<file path="src/rtl/guard_rst_ctrl_if.sv">
`default_nettype none
// ============================================================================
// Module      : guard_rst_ctrl_if
// Description : Signal bundle between the read/write guards, the monitored
//               slave and guard_rst_ctrl. The controller uses the slave
//               modport. The guard/slave side uses the master modport.
// Revision    : 1.0 - initial release
// ============================================================================
interface guard_rst_ctrl_if #(
  parameter int RST_CNT_WIDTH = 8
);
  logic                     rd_reset_req_i;
  logic                     wr_reset_req_i;
  logic                     slv_idle_i;
  logic                     irq_ack_i;
  logic                     isolate_o;
  logic                     slv_rst_o;
  logic                     reset_clear_o;
  logic                     busy_o;
  logic [1:0]               cause_o;
  logic [RST_CNT_WIDTH-1:0] rst_cnt_o;
  logic                     irq_o;

  modport slave (
    input  rd_reset_req_i, wr_reset_req_i, slv_idle_i, irq_ack_i,
    output isolate_o, slv_rst_o, reset_clear_o, busy_o, cause_o, rst_cnt_o, irq_o
  );

  modport master (
    output rd_reset_req_i, wr_reset_req_i, slv_idle_i, irq_ack_i,
    input  isolate_o, slv_rst_o, reset_clear_o, busy_o, cause_o, rst_cnt_o, irq_o
  );
endinterface
`default_nettype wire

</file>
<file path="src/rtl/guard_rst_ctrl.sv">
`default_nettype none
// ============================================================================
// Module      : guard_rst_ctrl
// Description : Consumes reset requests from the read/write guards. It isolates
//               the slave, waits for drain, pulses the slave reset, recovers,
//               and then handshakes reset_clear back to the guards. It latches
//               the request cause and counts completed sequences (saturating).
//               Optional feature macro: GUARD_RST_CTRL_IRQ_EN (reset-event irq).
// Revision    : 1.0 - initial release
// ============================================================================
module guard_rst_ctrl #(
  parameter int ISO_CYCLES    = 16,
  parameter int RST_CYCLES    = 8,
  parameter int REC_CYCLES    = 4,
  parameter int TMR_WIDTH     = 8,
  parameter int RST_CNT_WIDTH = 8
) (
  input  logic               clk_i,
  input  logic               rst_i,
  guard_rst_ctrl_if.slave    bus
);

  localparam logic [TMR_WIDTH-1:0] c_iso_last = TMR_WIDTH'(ISO_CYCLES - 1);
  localparam logic [TMR_WIDTH-1:0] c_rst_last = TMR_WIDTH'(RST_CYCLES - 1);
  localparam logic [TMR_WIDTH-1:0] c_rec_last = TMR_WIDTH'(REC_CYCLES - 1);

  typedef enum logic [2:0] {
    S_IDLE    = 3'd0,
    S_ISOLATE = 3'd1,
    S_RESET   = 3'd2,
    S_RECOVER = 3'd3,
    S_CLEAR   = 3'd4
  } state_t;

  state_t                   r_state, w_state_nxt;
  logic [TMR_WIDTH-1:0]     r_tmr, w_tmr_nxt;
  logic [1:0]               r_cause, w_cause_nxt;
  logic [RST_CNT_WIDTH-1:0] r_rst_cnt, w_rst_cnt_nxt;
  logic                     r_isolate, r_slv_rst, r_reset_clear, r_busy;
  logic [1:0]               w_req_vec;
  logic                     w_req;
  logic                     w_start;

  assign w_req_vec = {bus.wr_reset_req_i, bus.rd_reset_req_i};
  assign w_req     = |w_req_vec;

  // Next-state, phase timer, cause and counter updates.
  always_comb begin
    w_state_nxt   = r_state;
    w_tmr_nxt     = r_tmr;
    w_cause_nxt   = r_cause;
    w_rst_cnt_nxt = r_rst_cnt;
    w_start       = 1'b0;
    case (r_state)
      S_IDLE: begin
        if (w_req) begin
          w_state_nxt = S_ISOLATE;
          w_tmr_nxt   = '0;
          w_cause_nxt = w_req_vec;
          w_start     = 1'b1;
        end
      end
      S_ISOLATE: begin
        w_cause_nxt = r_cause | w_req_vec;
        if (bus.slv_idle_i || (r_tmr == c_iso_last)) begin
          w_state_nxt = S_RESET;
          w_tmr_nxt   = '0;
        end else begin
          w_tmr_nxt = r_tmr + 1'b1;
        end
      end
      S_RESET: begin
        if (r_tmr == c_rst_last) begin
          w_state_nxt = S_RECOVER;
          w_tmr_nxt   = '0;
        end else begin
          w_tmr_nxt = r_tmr + 1'b1;
        end
      end
      S_RECOVER: begin
        if (r_tmr == c_rec_last) begin
          w_state_nxt = S_CLEAR;
          w_tmr_nxt   = '0;
        end else begin
          w_tmr_nxt = r_tmr + 1'b1;
        end
      end
      S_CLEAR: begin
        // Guards must drop their requests before the sequence is complete.
        if (!w_req) begin
          w_state_nxt = S_IDLE;
          if (r_rst_cnt != {RST_CNT_WIDTH{1'b1}}) begin
            w_rst_cnt_nxt = r_rst_cnt + 1'b1;
          end
        end
      end
      default: begin
        w_state_nxt = S_IDLE;
        w_tmr_nxt   = '0;
      end
    endcase
  end

  // State register; outputs are registered decodes of the next state.
  always_ff @(posedge clk_i) begin
    if (rst_i) begin
      r_state       <= S_IDLE;
      r_tmr         <= '0;
      r_cause       <= '0;
      r_rst_cnt     <= '0;
      r_isolate     <= 1'b0;
      r_slv_rst     <= 1'b0;
      r_reset_clear <= 1'b0;
      r_busy        <= 1'b0;
    end else begin
      r_state       <= w_state_nxt;
      r_tmr         <= w_tmr_nxt;
      r_cause       <= w_cause_nxt;
      r_rst_cnt     <= w_rst_cnt_nxt;
      r_isolate     <= (w_state_nxt != S_IDLE);
      r_slv_rst     <= (w_state_nxt == S_RESET);
      r_reset_clear <= (w_state_nxt == S_CLEAR);
      r_busy        <= (w_state_nxt != S_IDLE);
    end
  end

  assign bus.isolate_o     = r_isolate;
  assign bus.slv_rst_o     = r_slv_rst;
  assign bus.reset_clear_o = r_reset_clear;
  assign bus.busy_o        = r_busy;
  assign bus.cause_o       = r_cause;
  assign bus.rst_cnt_o     = r_rst_cnt;

`ifdef GUARD_RST_CTRL_IRQ_EN
  logic r_irq;

  // Interrupt is set when a sequence starts. Set has priority over acknowledge.
  always_ff @(posedge clk_i) begin
    if (rst_i) begin
      r_irq <= 1'b0;
    end else if (w_start) begin
      r_irq <= 1'b1;
    end else if (bus.irq_ack_i) begin
      r_irq <= 1'b0;
    end
  end

  assign bus.irq_o = r_irq;
`else
  logic w_unused_irq_ack;
  assign w_unused_irq_ack = bus.irq_ack_i;
  assign bus.irq_o        = 1'b0;
`endif

`ifndef SYNTHESIS
  initial begin
    if (ISO_CYCLES < 1 || ISO_CYCLES > (1 << TMR_WIDTH))
      $error("guard_rst_ctrl: ISO_CYCLES out of range");
    if (RST_CYCLES < 1 || RST_CYCLES > (1 << TMR_WIDTH))
      $error("guard_rst_ctrl: RST_CYCLES out of range");
    if (REC_CYCLES < 1 || REC_CYCLES > (1 << TMR_WIDTH))
      $error("guard_rst_ctrl: REC_CYCLES out of range");
  end

  a_slv_rst_only_in_reset: assert property (@(posedge clk_i) disable iff (rst_i)
    r_slv_rst |-> (r_state == S_RESET && r_isolate));
`endif

endmodule
`default_nettype wire

</file>
<file path="src/flat_wrapper.sv">
// flat-port wrapper written by rule: the top's interface ports become plain ports
module guard_rst_ctrl_flat 
#(
  parameter int ISO_CYCLES    = 16,
  parameter int RST_CYCLES    = 8,
  parameter int REC_CYCLES    = 4,
  parameter int TMR_WIDTH     = 8,
  parameter int RST_CNT_WIDTH = 8
)
  (clk_i, rst_i, bus_rd_reset_req_i, bus_wr_reset_req_i, bus_slv_idle_i, bus_irq_ack_i, bus_isolate_o, bus_slv_rst_o, bus_reset_clear_o, bus_busy_o, bus_cause_o, bus_rst_cnt_o, bus_irq_o);
  guard_rst_ctrl_if #(.RST_CNT_WIDTH(RST_CNT_WIDTH)) bus_i ();
  input  logic clk_i;
  input  logic rst_i;
  input wire logic [$bits(bus_i.rd_reset_req_i)-1:0] bus_rd_reset_req_i;
  input wire logic [$bits(bus_i.wr_reset_req_i)-1:0] bus_wr_reset_req_i;
  input wire logic [$bits(bus_i.slv_idle_i)-1:0] bus_slv_idle_i;
  input wire logic [$bits(bus_i.irq_ack_i)-1:0] bus_irq_ack_i;
  output wire logic [$bits(bus_i.isolate_o)-1:0] bus_isolate_o;
  output wire logic [$bits(bus_i.slv_rst_o)-1:0] bus_slv_rst_o;
  output wire logic [$bits(bus_i.reset_clear_o)-1:0] bus_reset_clear_o;
  output wire logic [$bits(bus_i.busy_o)-1:0] bus_busy_o;
  output wire logic [$bits(bus_i.cause_o)-1:0] bus_cause_o;
  output wire logic [$bits(bus_i.rst_cnt_o)-1:0] bus_rst_cnt_o;
  output wire logic [$bits(bus_i.irq_o)-1:0] bus_irq_o;
  assign bus_i.rd_reset_req_i = bus_rd_reset_req_i;
  assign bus_i.wr_reset_req_i = bus_wr_reset_req_i;
  assign bus_i.slv_idle_i = bus_slv_idle_i;
  assign bus_i.irq_ack_i = bus_irq_ack_i;
  assign bus_isolate_o = bus_i.isolate_o;
  assign bus_slv_rst_o = bus_i.slv_rst_o;
  assign bus_reset_clear_o = bus_i.reset_clear_o;
  assign bus_busy_o = bus_i.busy_o;
  assign bus_cause_o = bus_i.cause_o;
  assign bus_rst_cnt_o = bus_i.rst_cnt_o;
  assign bus_irq_o = bus_i.irq_o;
  guard_rst_ctrl #(.ISO_CYCLES(ISO_CYCLES), .RST_CYCLES(RST_CYCLES), .REC_CYCLES(REC_CYCLES), .TMR_WIDTH(TMR_WIDTH), .RST_CNT_WIDTH(RST_CNT_WIDTH)) u_core (.clk_i(clk_i), .rst_i(rst_i), .bus(bus_i));
endmodule
</file>
<file path="config.mk">
export PLATFORM = sky130hd
export DESIGN_NAME = guard_rst_ctrl_flat
export DESIGN_NICKNAME = d
export VERILOG_FILES = /design/src/rtl/guard_rst_ctrl_if.sv /design/src/rtl/guard_rst_ctrl.sv /design/src/flat_wrapper.sv
export SDC_FILE = /design/constraint.sdc
export NUM_CORES = 1
export LEC_CHECK = 0
export BUFFER_PORTS_ARGS = -buffer_cell sky130_fd_sc_hd__buf_2
export CELL_PAD_IN_SITES_DETAIL_PLACEMENT = 1
export CELL_PAD_IN_SITES_GLOBAL_PLACEMENT = 1
export CORE_ASPECT_RATIO = 1.75
export CORE_MARGIN = 5
export CORE_UTILIZATION = 35
export DETAILED_ROUTE_END_ITERATION = 8
export PLACE_DENSITY = 0.71
export SYNTH_ARGS = -nofsm -noshare
export SYNTH_HDL_FRONTEND = slang
export SYNTH_SLANG_ARGS = --single-unit
</file>
<file path="constraint.sdc">
create_clock -name clk_i -period 2.1 [get_ports clk_i]
set_input_delay 0.105 -clock clk_i [delete_from_list [all_inputs] [get_ports clk_i]]
set_output_delay 0.105 -clock clk_i [all_outputs]
set_load 0.01 [all_outputs]
</file>
Yosys cells after proc, flatten, opt, wreduce, memory -nomap -nowiden

Index checks and enable logic that the tools add are counted.

Add/subtract/negate cells: 2
Eq/ne operators: 11
Muxes and demuxes: 13
Bitwise logic cells: 3
Reductions and logical operators: 8

Operators by type and width:

| kind                                                  | count |
|---|---|
| case mux 8 bit (5 select lines)                       | 1 |
| 2-to-1 mux 8 bit                                      | 4 |
| adder 8 x 1 -> 8 bit, second input constant           | 2 |
| 2-to-1 mux 3 bit                                      | 5 |
| case mux 3 bit (5 select lines)                       | 1 |
| equality test 3 x 2 -> 1 bit, second input constant   | 3 |
| equality test 8 x 2 -> 1 bit, second input constant   | 1 |
| equality test 8 x 3 -> 1 bit, second input constant   | 1 |
| equality test 8 x 4 -> 1 bit, second input constant   | 1 |
| inequality test 8 bit, second input constant          | 1 |
| equality test 3 bit, second input constant            | 2 |
| case mux 2 bit (2 select lines)                       | 1 |
| AND reduction 2 bit                                   | 2 |
| equality test 3 x 1 -> 1 bit, second input constant   | 1 |
| zero test 3 bit                                       | 1 |
| AND reduction 3 bit                                   | 1 |
| nonzero test 3 bit                                    | 1 |
| 2-to-1 mux 2 bit                                      | 1 |
| inequality test 2 x 1 -> 1 bit, second input constant | 1 |
| NOT 1 bit                                             | 2 |
| OR 2 bit                                              | 1 |
| nonzero test 2 bit                                    | 1 |
| OR reduction 2 bit                                    | 1 |
| logical OR 1 bit                                      | 1 |

Register bits after elaboration: 24
Logic and storage cells: 44

Longest topological paths before layout

Gate-level depths: netlist of the first run.

Word-level depth: 5
Mapped depth: 6
Depth with buffers taken out: 5

Least setup slack after synthesis of the first run

OpenSTA, ideal clock, no wires.

Path kind: register to register
Start point: register u_core.r_tmr[0]
End point: register u_core.r_tmr[1]
Arrival time: 1665 ps
Setup slack: 318 ps
Cell stages (with the launch flop): 6
Buffers on the path: 0
Clock period less this slack: 1782 ps
Cell sequence: dfxtp_1 -> ha_1 -> or3b_2 -> o21ai_4 -> nand3_4 -> a32o_2

Word-level cells in the longest chain between the ends: 4

Ends and longest elaborated chain:

| item                                                         | line                  | RTL |
|---|---|---|
| start, declared                                              | guard_rst_ctrl.sv:36  | `logic [TMR_WIDTH-1:0] r_tmr, w_tmr_nxt;` |
| start signal, assigned                                       | guard_rst_ctrl.sv:117 | `r_tmr <= w_tmr_nxt;` |
| branches (longest 3 deep; another with adder 8 x 1 -> 8 bit) | n/a                   |  |
| case mux 8 bit (5 select lines) *                            | guard_rst_ctrl.sv:54  | `case (r_state)` |

Mark *: on every way between the ends.
A chain may end at the register's enable or synchronous reset.

Worst setup path after layout of the first run

Ends and elaborated chain as after synthesis.

==> results of run 1 <==
stage by stage:
step / hold WS [ns] / setup slack, ns / cell area [µm²]
floorplan: 0.267 / 0.318 / 1240
global placement: 0.400 / 0.216 / 1360
detailed placement: 0.414 / 0.126 / 1360
CTS: 0.132 / 0.110 / 1410
global route: 0.180 / 0.00700 / 1410
finish: 0.137 / 0.101 / 1410
path summary, 6_finish.rpt:
kind	start	endpoint	slack, ns
hold / removal	bus_rd_reset_req_i	u_core.bus.cause_o[0]	0.14
setup / recovery	u_core.r_tmr[0]	u_core.r_tmr[1]	0.10
setup reg to reg	u_core.r_tmr[0]	u_core.r_tmr[1]	0.10
hold reg to reg	u_core.bus.rst_cnt_o[7]	u_core.bus.rst_cnt_o[7]	0.51
layout make-up:
type	instances	area, µm²	area share
timing repair buffer	21	113	0.0799
sequential	24	480	0.341
inverter	6	22.5	0.0160
clock buffer	4	55.1	0.0390
multi-input combinational	101	683	0.484
tap	45	56.3	0.0399
Yosys cell counts, types with 2 or more instances:
library cell and number:
or4_1 4, a32o_1 4, nand4_1 3, o21ai_0 3, o211ai_1 2, ha_1 2, a22oi_1 2, nand3_1 10
xnor2_1 3, buf_4 2, or3_1 4, nor3_1 3, buf_2 2, o31ai_1 4, a21oi_1 9, inv_1 6
o21a_1 2, o21ai_4 2, dfxtp_1 24, o21ai_1 3, clkbuf_1 5, nand2_1 5, nor2_1 12, xor2_1 3
registers in the layout, indices dropped and copies added (netlist names):
signal,count
u_core.r_state,3
u_core.bus.rst_cnt_o,8
u_core.bus.busy_o,1
u_core.bus.cause_o,2
u_core.r_tmr,8
u_core.bus.slv_rst_o,1
u_core.bus.reset_clear_o,1
layer usage:
metal	GRT usage	part of all wire	vias to the layer above
li1	-	-	548
met1	0.156	0.39	550
met2	0.269	0.56	16
met3	0.0169	0.027	6
met4	0.0708	0.023	0
met5	0	0	-
power by group:
| part | switching, µW | internal, µW | total, µW |
|---|---|---|---|
| Clock | 145 | 167 | 312 |
| Sequential | 11.6 | 472 | 484 |
| Combinational | 82.7 | 57.7 | 140 |
| Total | 240 | 697 | 936 |
critical path: cells and delay by family, from the launching register on:
kind	cells	cell delay [ns]
AOI/OAI and AO/OA	2	0.52
adders and majority gates	1	0.28
DFF	1	0.41
and+or+nand+nor	2	0.67
cell families (layout without fill, tap and decap cells):
group / Yosys count / count (layout)
and+or+nand+nor: 52 / 52
AOI/OAI and AO/OA: 39 / 39
DFF: 24 / 24
buffers and inverters: 16 / 31
xor gates and xnor gates: 6 / 6
adders and majority gates: 2 / 2
other: 1 / 1
muxes: 1 / 1
==> impl_metrics.json, run 1 <==
{
  "rsz0062_at_grt": "false",
  "final_net_count": 165,
  "worstMarginPinSlew_ns": 0.493,
  "cts_resized": 0,
  "synth-adder-area-share": 0.0202,
  "synth_flop_cell": "dfxtp_1",
  "synth_nets": 149,
  "finalPower_uw": 936,
  "max_freq_mhz": 500,
  "start_util": 0.365,
  "maxSlewHeadroom": 0.667,
  "synth-edff-count": 0,
  "drv_slew": 0,
  "track_usage": 0.147,
  "routed_wl_um": 3070,
  "drc_errors": 0,
  "synth_top_cells_by_area": "dfxtp_1, nand3_1, a21oi_1, nor2_1, a32o_1",
  "p_per_area_nw_per_um2": 664,
  "cp_max_fo": 6,
  "drtPass1Iterations": 3,
  "netlist.top_cell.by_area": "dfxtp_1",
  "core-area_um2": 3400,
  "postRouteAntennaNets": 0,
  "cts.sink_count": 24,
  "startpoint_type": "register",
  "io_buffers": 18,
  "grt_pass1_wl_um": 5380,
  "reg2reg_depth": 5,
  "dp.cells": 197,
  "ys_types": 46,
  "antenna_found_initial": 0,
  "layout_commonest_cell": "dfxtp_1",
  "status": "completed",
  "htree_num_levels": 1,
  "hold_path_class": "in -> reg",
  "cts_tree": "built",
  "synth-simple-area-share": 0.241,
  "viasPerCell": 5.57,
  "gr-total-overflow": 0,
  "netlist_area_um2": 1240,
  "arrival_ns": 2.16,
  "crit_chain": "ha_1 -> or3b_2 -> o21ai_4 -> nand3_4 -> a32o_2",
  "end_kind": "register",
  "first_global_vias": 1194,
  "required_ns": 2.26,
  "fin_skew_ns": 0.00267,
  "stdcell_count": 201,
  "synth.avg_cell_area_um2": 8.80,
  "die_w_um": 55.0,
  "leakagePower_uw": 0.000592,
  "min_path_cells": 3,
  "cp_slowest_stage_delay_ns": 0.53,
  "gp_congestion": 0.791,
  "drive_above_1_share": 0.199,
  "numCtsBuffers": 3,
  "clockBufferDepth": 2,
  "drtIter0Drc": 6,
  "mostFrequentLayoutCells": "dfxtp_1, buf_2, nor2_1",
  "vias": 1120,
  "holdBufCountCts": 0,
  "cts-root-buf": "clkbuf_8",
  "tns_ns": 0,
  "ys_ff_latch": 24,
  "synth_mux_area_frac": 0.00806,
  "path_clk_slew_ns": 0.08,
  "grt_max_degree": 19,
  "synthXorXnorAreaFrac": 0.0423,
  "ios": 21,
  "utilization": 0.415,
  "async_reset_ff_frac": 0,
  "finalSetupViolCount": 0,
  "finalCritPeriodShare": 0.952,
  "hpwlAfterDp_um": 2400,
  "diodes": 0,
  "wire_per_inst_um": 15.3,
  "peakVddDrop_uv": 352,
  "syn_to_final_growth_pct": 13.6,
  "yosysWarnings": 0,
  "maxCapViolCount": 0,
  "dieArea_um2": 4880,
  "hold_viol": 0,
  "clock_latency_ns": 0.26,
  "critical_path_class": "reg -> reg",
  "synth_top_family_by_area": "simple AND/OR/NAND/NOR gates",
  "cts_setup_buffers": 0,
  "synth_top_area_frac": 0.387,
  "synth_compound_gate_area_share": 0.236,
  "rows": 28,
  "fillers": 442,
  "crit_path_top_delay_cell": "or3b_2",
  "seq_area_frac_synth": 0.387,
  "syn-instance-count": 141,
  "die_h_um": 88.8,
  "period_needed_ns": 2.00
}
Note: power is estimated with default switching activity, not from simulation.
==> inputs of run 2 (changes only) <==
Settings changed: CORE_UTILIZATION 35 to 41, PLACE_DENSITY 0.71 to 0.83, SKIP_LAST_GASP set to 1.
==> run 2 against run 1 <==
Compared with the run above:
- final cell count shrank 9.0%
- via count grew 3.5%
- non-clock buffer count shrank 1
- global-route usage grew 3.0 points
- sequential share of layout area grew 0.65 points
- highest routed layer unchanged
- largest cell class unchanged
==> impl_metrics.json, run 2 (synthesized netlist as in run 1, its figures left out) <==
{
  "path_clk_slew_ns": 0.09,
  "vias": 1159,
  "reg2reg_depth": 5,
  "peakVddDrop_uv": 422,
  "cp_slowest_stage_delay_ns": 0.52,
  "finalSetupViolCount": 0,
  "period_needed_ns": 1.97,
  "cts.sink_count": 24,
  "finalPower_uw": 946,
  "combPwrFrac": 0.143,
  "drive_above_1_share": 0.200,
  "clock_latency_ns": 0.27,
  "drtPass1Iterations": 4,
  "swShare": 0.266,
  "drc_errors": 0,
  "gp_congestion": 0.732,
  "final_net_count": 164,
  "utilization": 0.473,
  "cts_setup_buffers": 0,
  "rows": 26,
  "min_path_cells": 3,
  "cts_tree": "built",
  "antenna_found_initial": 0,
  "maxCapViolCount": 0,
  "status": "completed",
  "htree_num_levels": 1,
  "finalCritPeriodShare": 0.937,
  "intPower_uw": 694,
  "maxSlewHeadroom": 0.626,
  "worstMarginPinSlew_ns": 0.554,
  "drv_slew": 0,
  "p_seq_frac": 0.517,
  "crit_buf_inv": 0,
  "multi_input_area_um2": 686,
  "mostFrequentLayoutCells": "dfxtp_1, buf_2, nor2_1",
  "die_h_um": 82.8,
  "cts-root-buf": "clkbuf_8",
  "tns_ns": 0,
  "fin_skew_ns": 0.00210,
  "numCtsBuffers": 3,
  "hpwlAfterDp_um": 2560,
  "postRouteAntennaNets": 0,
  "critical_path_class": "reg -> reg",
  "max_freq_mhz": 508,
  "required_ns": 2.27,
  "switching_power_uw": 252,
  "grt_max_degree": 19,
  "leakagePower_uw": 0.000584,
  "track_usage": 0.177,
  "die_w_um": 51.6,
  "syn_to_final_growth_pct": 11.5,
  "regArea_um2": 480,
  "p_per_area_nw_per_um2": 684,
  "core-area_um2": 2930,
  "cp.depth": 5,
  "crit_family": "simple AND/OR/NAND/NOR gates",
  "start_util": 0.424,
  "clockBufferDepth": 2,
  "arrival_ns": 2.14,
  "clkPwrFrac": 0.340,
  "end_kind": "register",
  "cp_max_fo": 6,
  "io_buffers": 18,
  "ios": 21,
  "crit_path_top_delay_cell": "or3b_2",
  "layout_commonest_cell": "dfxtp_1",
  "hold_ws_ns": 0.146,
  "grt_pass1_wl_um": 5700,
  "startpoint_type": "register",
  "crit_chain": "ha_2 -> or3b_2 -> o21ai_4 -> nand3_4 -> a32o_2",
  "gr-total-overflow": 0,
  "hold_path_class": "in -> reg",
  "rsz0062_at_grt": "false",
  "dieArea_um2": 4270,
  "hold_viol": 0,
  "routed_wl_um": 3310,
  "diodes": 0,
  "fillers": 362,
  "viasPerCell": 6.33,
  "drtIter0Drc": 27,
  "wire_per_inst_um": 18.1,
  "first_global_vias": 1273
}
## run 2: changes by cell type in the layout (fill, tap and decap cells not counted)
cell   before  now
ha_1        2    1
ha_2        0    1
buf_4       3    2
## run 2: power groups by stage
stage / Clock (µW) / Sequential (µW) / Combinational [µW]
3_3_place_gp: 0 / 497 / 127
6_report: 322 / 489 / 135
2_1_floorplan: 0 / 495 / 101
5_1_grt: 347 / 492 / 149
4_1_cts: 329 / 489 / 135
3_5_place_dp: 0 / 499 / 133
## run 2: routing by layer
metal | vias to the layer above | GRT usage | wire length, µm
li1 | 547 | - | -
met1 | 574 | 0.164 | 1230
met2 | 29 | 0.356 | 1910
met3 | 9 | 0.0197 | 76
met4 | 0 | 0.102 | 93
met5 | - | 0 | 0
## run 2: worst paths after layout
kind / start / endpoint / slack, ns
worst max-delay path: u_core.r_tmr[0] / u_core.r_tmr[1] / 0.13
worst min-delay path: bus_rd_reset_req_i / u_core.bus.cause_o[0] / 0.15
worst max register to register: u_core.r_tmr[0] / u_core.r_tmr[1] / 0.13
worst min register to register: u_core.bus.rst_cnt_o[7] / u_core.bus.rst_cnt_o[7] / 0.51
## run 2: worst reg2reg max path, delay by kind of cell, from the launching register on
| kind | cells | cell delay, ns |
|---|---|---|
| AOI/OAI and AO/OA | 2 | 0.54 |
| DFF | 1 | 0.41 |
| adders and majority gates | 1 | 0.26 |
| and+or+nand+nor | 2 | 0.66 |
## run 2: final cells by class
type,instances,share of cell area
clock buffer,4,0.0398
inverter,6,0.0163
multi-input combinational,101,0.495
sequential,24,0.347
tap,28,0.0253
timing repair buffer,20,0.0759
## run 2: repair_timing
item	CTS	global route
setup endpoints to repair	0	2
hold buffers	0	0
resized for setup	0	1
## run 2: metrics by stage
step | instance area, µm² | worst slack (ns) | std cells
detailed placement | 1330 | 0.118 | 179
finish | 1380 | 0.132 | 183
floorplan | 1240 | 0.318 | 141
global placement | 1330 | 0.200 | 179
CTS | 1380 | 0.101 | 183
global route | 1380 | 0.0345 | 183
==> inputs of run 3 (changes only) <==
Settings changed: ABC_AREA set to 1, CORE_UTILIZATION 41 to 40, PLACE_DENSITY 0.83 to 0.84.
==> run 3 against run 2 <==
Compared with the run above:
- combinational power is 16% higher
- critical path depth is 3 higher
- via count is 20% higher
- largest cell class unchanged
- largest power group unchanged
==> impl_metrics.json, run 3 <==
{
  "synth_nets": 221,
  "diodes": 0,
  "cts_tree": "built",
  "routed_wl_um": 3700,
  "end_kind": "register",
  "arrival_ns": 1.79,
  "reg2reg_from": "u_core.bus.rst_cnt_o[0]",
  "cts_resized": 0,
  "ios": 21,
  "stdcell_count": 278,
  "clockBufferDepth": 2,
  "drv_slew": 0,
  "antenna_found_initial": 0,
  "hold_ws_ns": 0.0875,
  "peakVddDrop_uv": 526,
  "leakagePower_uw": 0.000779,
  "synth_top_cells_by_area": "dfxtp_1, nand2_1, nor2_1, a21oi_2, nand3_1",
  "final_net_count": 241,
  "track_usage": 0.166,
  "netlist_area_um2": 1440,
  "ys_types": 28,
  "synth-edff-count": 0,
  "startpoint_type": "register",
  "multi_input_area_um2": 837,
  "start_util": 0.406,
  "cts-root-buf": "clkbuf_8",
  "reg2reg_depth": 8,
  "syn_to_final_growth_pct": 12.7,
  "cts_setup_buffers": 0,
  "core-area_um2": 3560,
  "critical_path_class": "reg -> reg",
  "ys_ff_latch": 24,
  "reg2reg_to": "u_core.bus.rst_cnt_o[5]",
  "numCtsBuffers": 3,
  "finalSetupViolCount": 0,
  "grt_max_degree": 14,
  "drtPass1Iterations": 4,
  "layout_commonest_cell": "nand2_1",
  "dieArea_um2": 4950,
  "stdcell_area_um2": 1630,
  "synth.most_common_cell": "nand2_1",
  "period_needed_ns": 1.63,
  "viasPerCell": 5.02,
  "rsz0062_at_grt": "false",
  "cpMostUsedCell": "nand3_1",
  "fillers": 517,
  "regArea_um2": 480,
  "finalCritPeriodShare": 0.775,
  "status": "completed",
  "clock_latency_ns": 0.27,
  "hold_path_startpoint": "bus_wr_reset_req_i",
  "htree_num_levels": 1,
  "crit_path_top_delay_cell": "dfxtp_1",
  "fin_skew_ns": 0.00235,
  "finalWorstSetupSlack_ns": 0.472,
  "mostFrequentLayoutCells": "nand2_1, nor2_1, dfxtp_1",
  "path_clk_slew_ns": 0.09,
  "drtIter0Drc": 19,
  "place_ws_ns": 0.487,
  "rrSetupSlack_ns": 0.47,
  "cts.sink_count": 24,
  "hpwlAfterDp_um": 3000,
  "drive_above_1_share": 0.228,
  "syn-instance-count": 213,
  "die_w_um": 55.4,
  "cp_max_fo": 9,
  "dp.cells": 274,
  "netlist.top_cell.by_area": "dfxtp_1",
  "drc_errors": 0,
  "hold_path_class": "in -> reg",
  "min_path_cells": 3,
  "placed_area_um2": 1570,
  "tns_ns": 0,
  "gr-total-overflow": 0,
  "postRouteAntennaNets": 0,
  "async_reset_ff_frac": 0,
  "required_ns": 2.26,
  "grt_pass1_wl_um": 6540,
  "yosysWarnings": 0,
  "rows": 29,
  "holdBufCountCts": 0,
  "synth_top_area_frac": 0.333,
  "die_h_um": 89.4,
  "max_freq_mhz": 614,
  "p_per_area_nw_per_um2": 597,
  "synth.avg_cell_area_um2": 6.77,
  "synth_flop_cell": "dfxtp_1",
  "vias": 1396,
  "seq_area_frac_synth": 0.333,
  "ys_top_cells_by_count": "nand2_1, nor2_1, dfxtp_1, inv_1, nand3_1",
  "maxCapViolCount": 0,
  "hold_viol": 0,
  "crit_chain": "ha_1 -> nand3_1 -> nor2_1 -> nand3_1 -> nand2_4 -> clkinv_4 -> nand2_2 -> a21oi_2",
  "io_buffers": 18,
  "wire_per_inst_um": 13.3,
  "gp_congestion": 0.884,
  "first_global_vias": 1484,
  "whs_endpoint": "u_core.bus.cause_o[1]",
  "cp_slowest_stage_delay_ns": 0.41
}
[run 3: area by class of cell]
| type | count | share of cell area |
|---|---|---|
| Multi-Input combinational cell | 159 | 0.515 |
| Sequential cell | 24 | 0.295 |
| Clock buffer | 4 | 0.0338 |
| Inverter | 27 | 0.0654 |
| Tap cell | 46 | 0.0354 |
| Timing Repair Buffer | 18 | 0.0554 |
[run 3: cells by family after synthesis]
logic type                 share of synthesized area
DFF                                            0.333
xor gates and xnor gates                      0.0364
adders and majority gates                     0.0173
other                                        0.00260
and+or+nand+nor                                0.421
buffers and inverters                         0.0867
AOI/OAI and AO/OA                              0.102
[run 3: stage by stage]
stage / utilization / total power (µW)
2_1_floorplan: - / 616
3_3_place_gp: 0.442 / 658
3_5_place_dp: 0.442 / 663
4_1_cts: 0.457 / 994
5_1_grt: 0.457 / 1030
6_report: 0.457 / 971
[run 3: worst max-delay path: cells and delay by family (launching register included)]
| family | cells | cell delay [ns] |
|---|---|---|
| AO/OA/AOI/OAI | 1 | 0.05 |
| flip-flops | 1 | 0.41 |
| adder cells (fa/ha/maj) | 1 | 0.24 |
| AND/OR/NAND/NOR | 5 | 0.70 |
| buffers and inverters | 1 | 0.12 |
[run 3: worst max-delay path by stage]
stage,start,endpoint,slack [ns]
after floorplan,u_core.bus.rst_cnt_o[0],u_core.bus.rst_cnt_o[5],0.65
after global routing,u_core.bus.rst_cnt_o[0],u_core.bus.rst_cnt_o[1],0.29
after detailed placement,u_core.bus.rst_cnt_o[0],u_core.bus.rst_cnt_o[5],0.49
after global placement,u_core.bus.rst_cnt_o[0],u_core.bus.rst_cnt_o[1],0.51
after CTS,u_core.bus.rst_cnt_o[0],u_core.bus.rst_cnt_o[5],0.45
final,u_core.bus.rst_cnt_o[0],u_core.bus.rst_cnt_o[5],0.47
[run 3: routing by layer]
metal | wire, µm | track usage | part of all wire | vias up
met1 | 1380 | 0.156 | 0.37 | 656
met4 | 115 | 0.0863 | 0.031 | 0
met3 | 80 | 0.0173 | 0.022 | 7
met2 | 2130 | 0.347 | 0.57 | 24
met5 | 0 | 0 | 0 | -
li1 | - | - | - | 709
[run 3: power breakdown]
group          leakage (µW)  switching, µW  internal, µW
logic              0.000555            106          49.9
clock network     0.0000288            155           168
registers          0.000195           18.7           474
total              0.000779            280           692
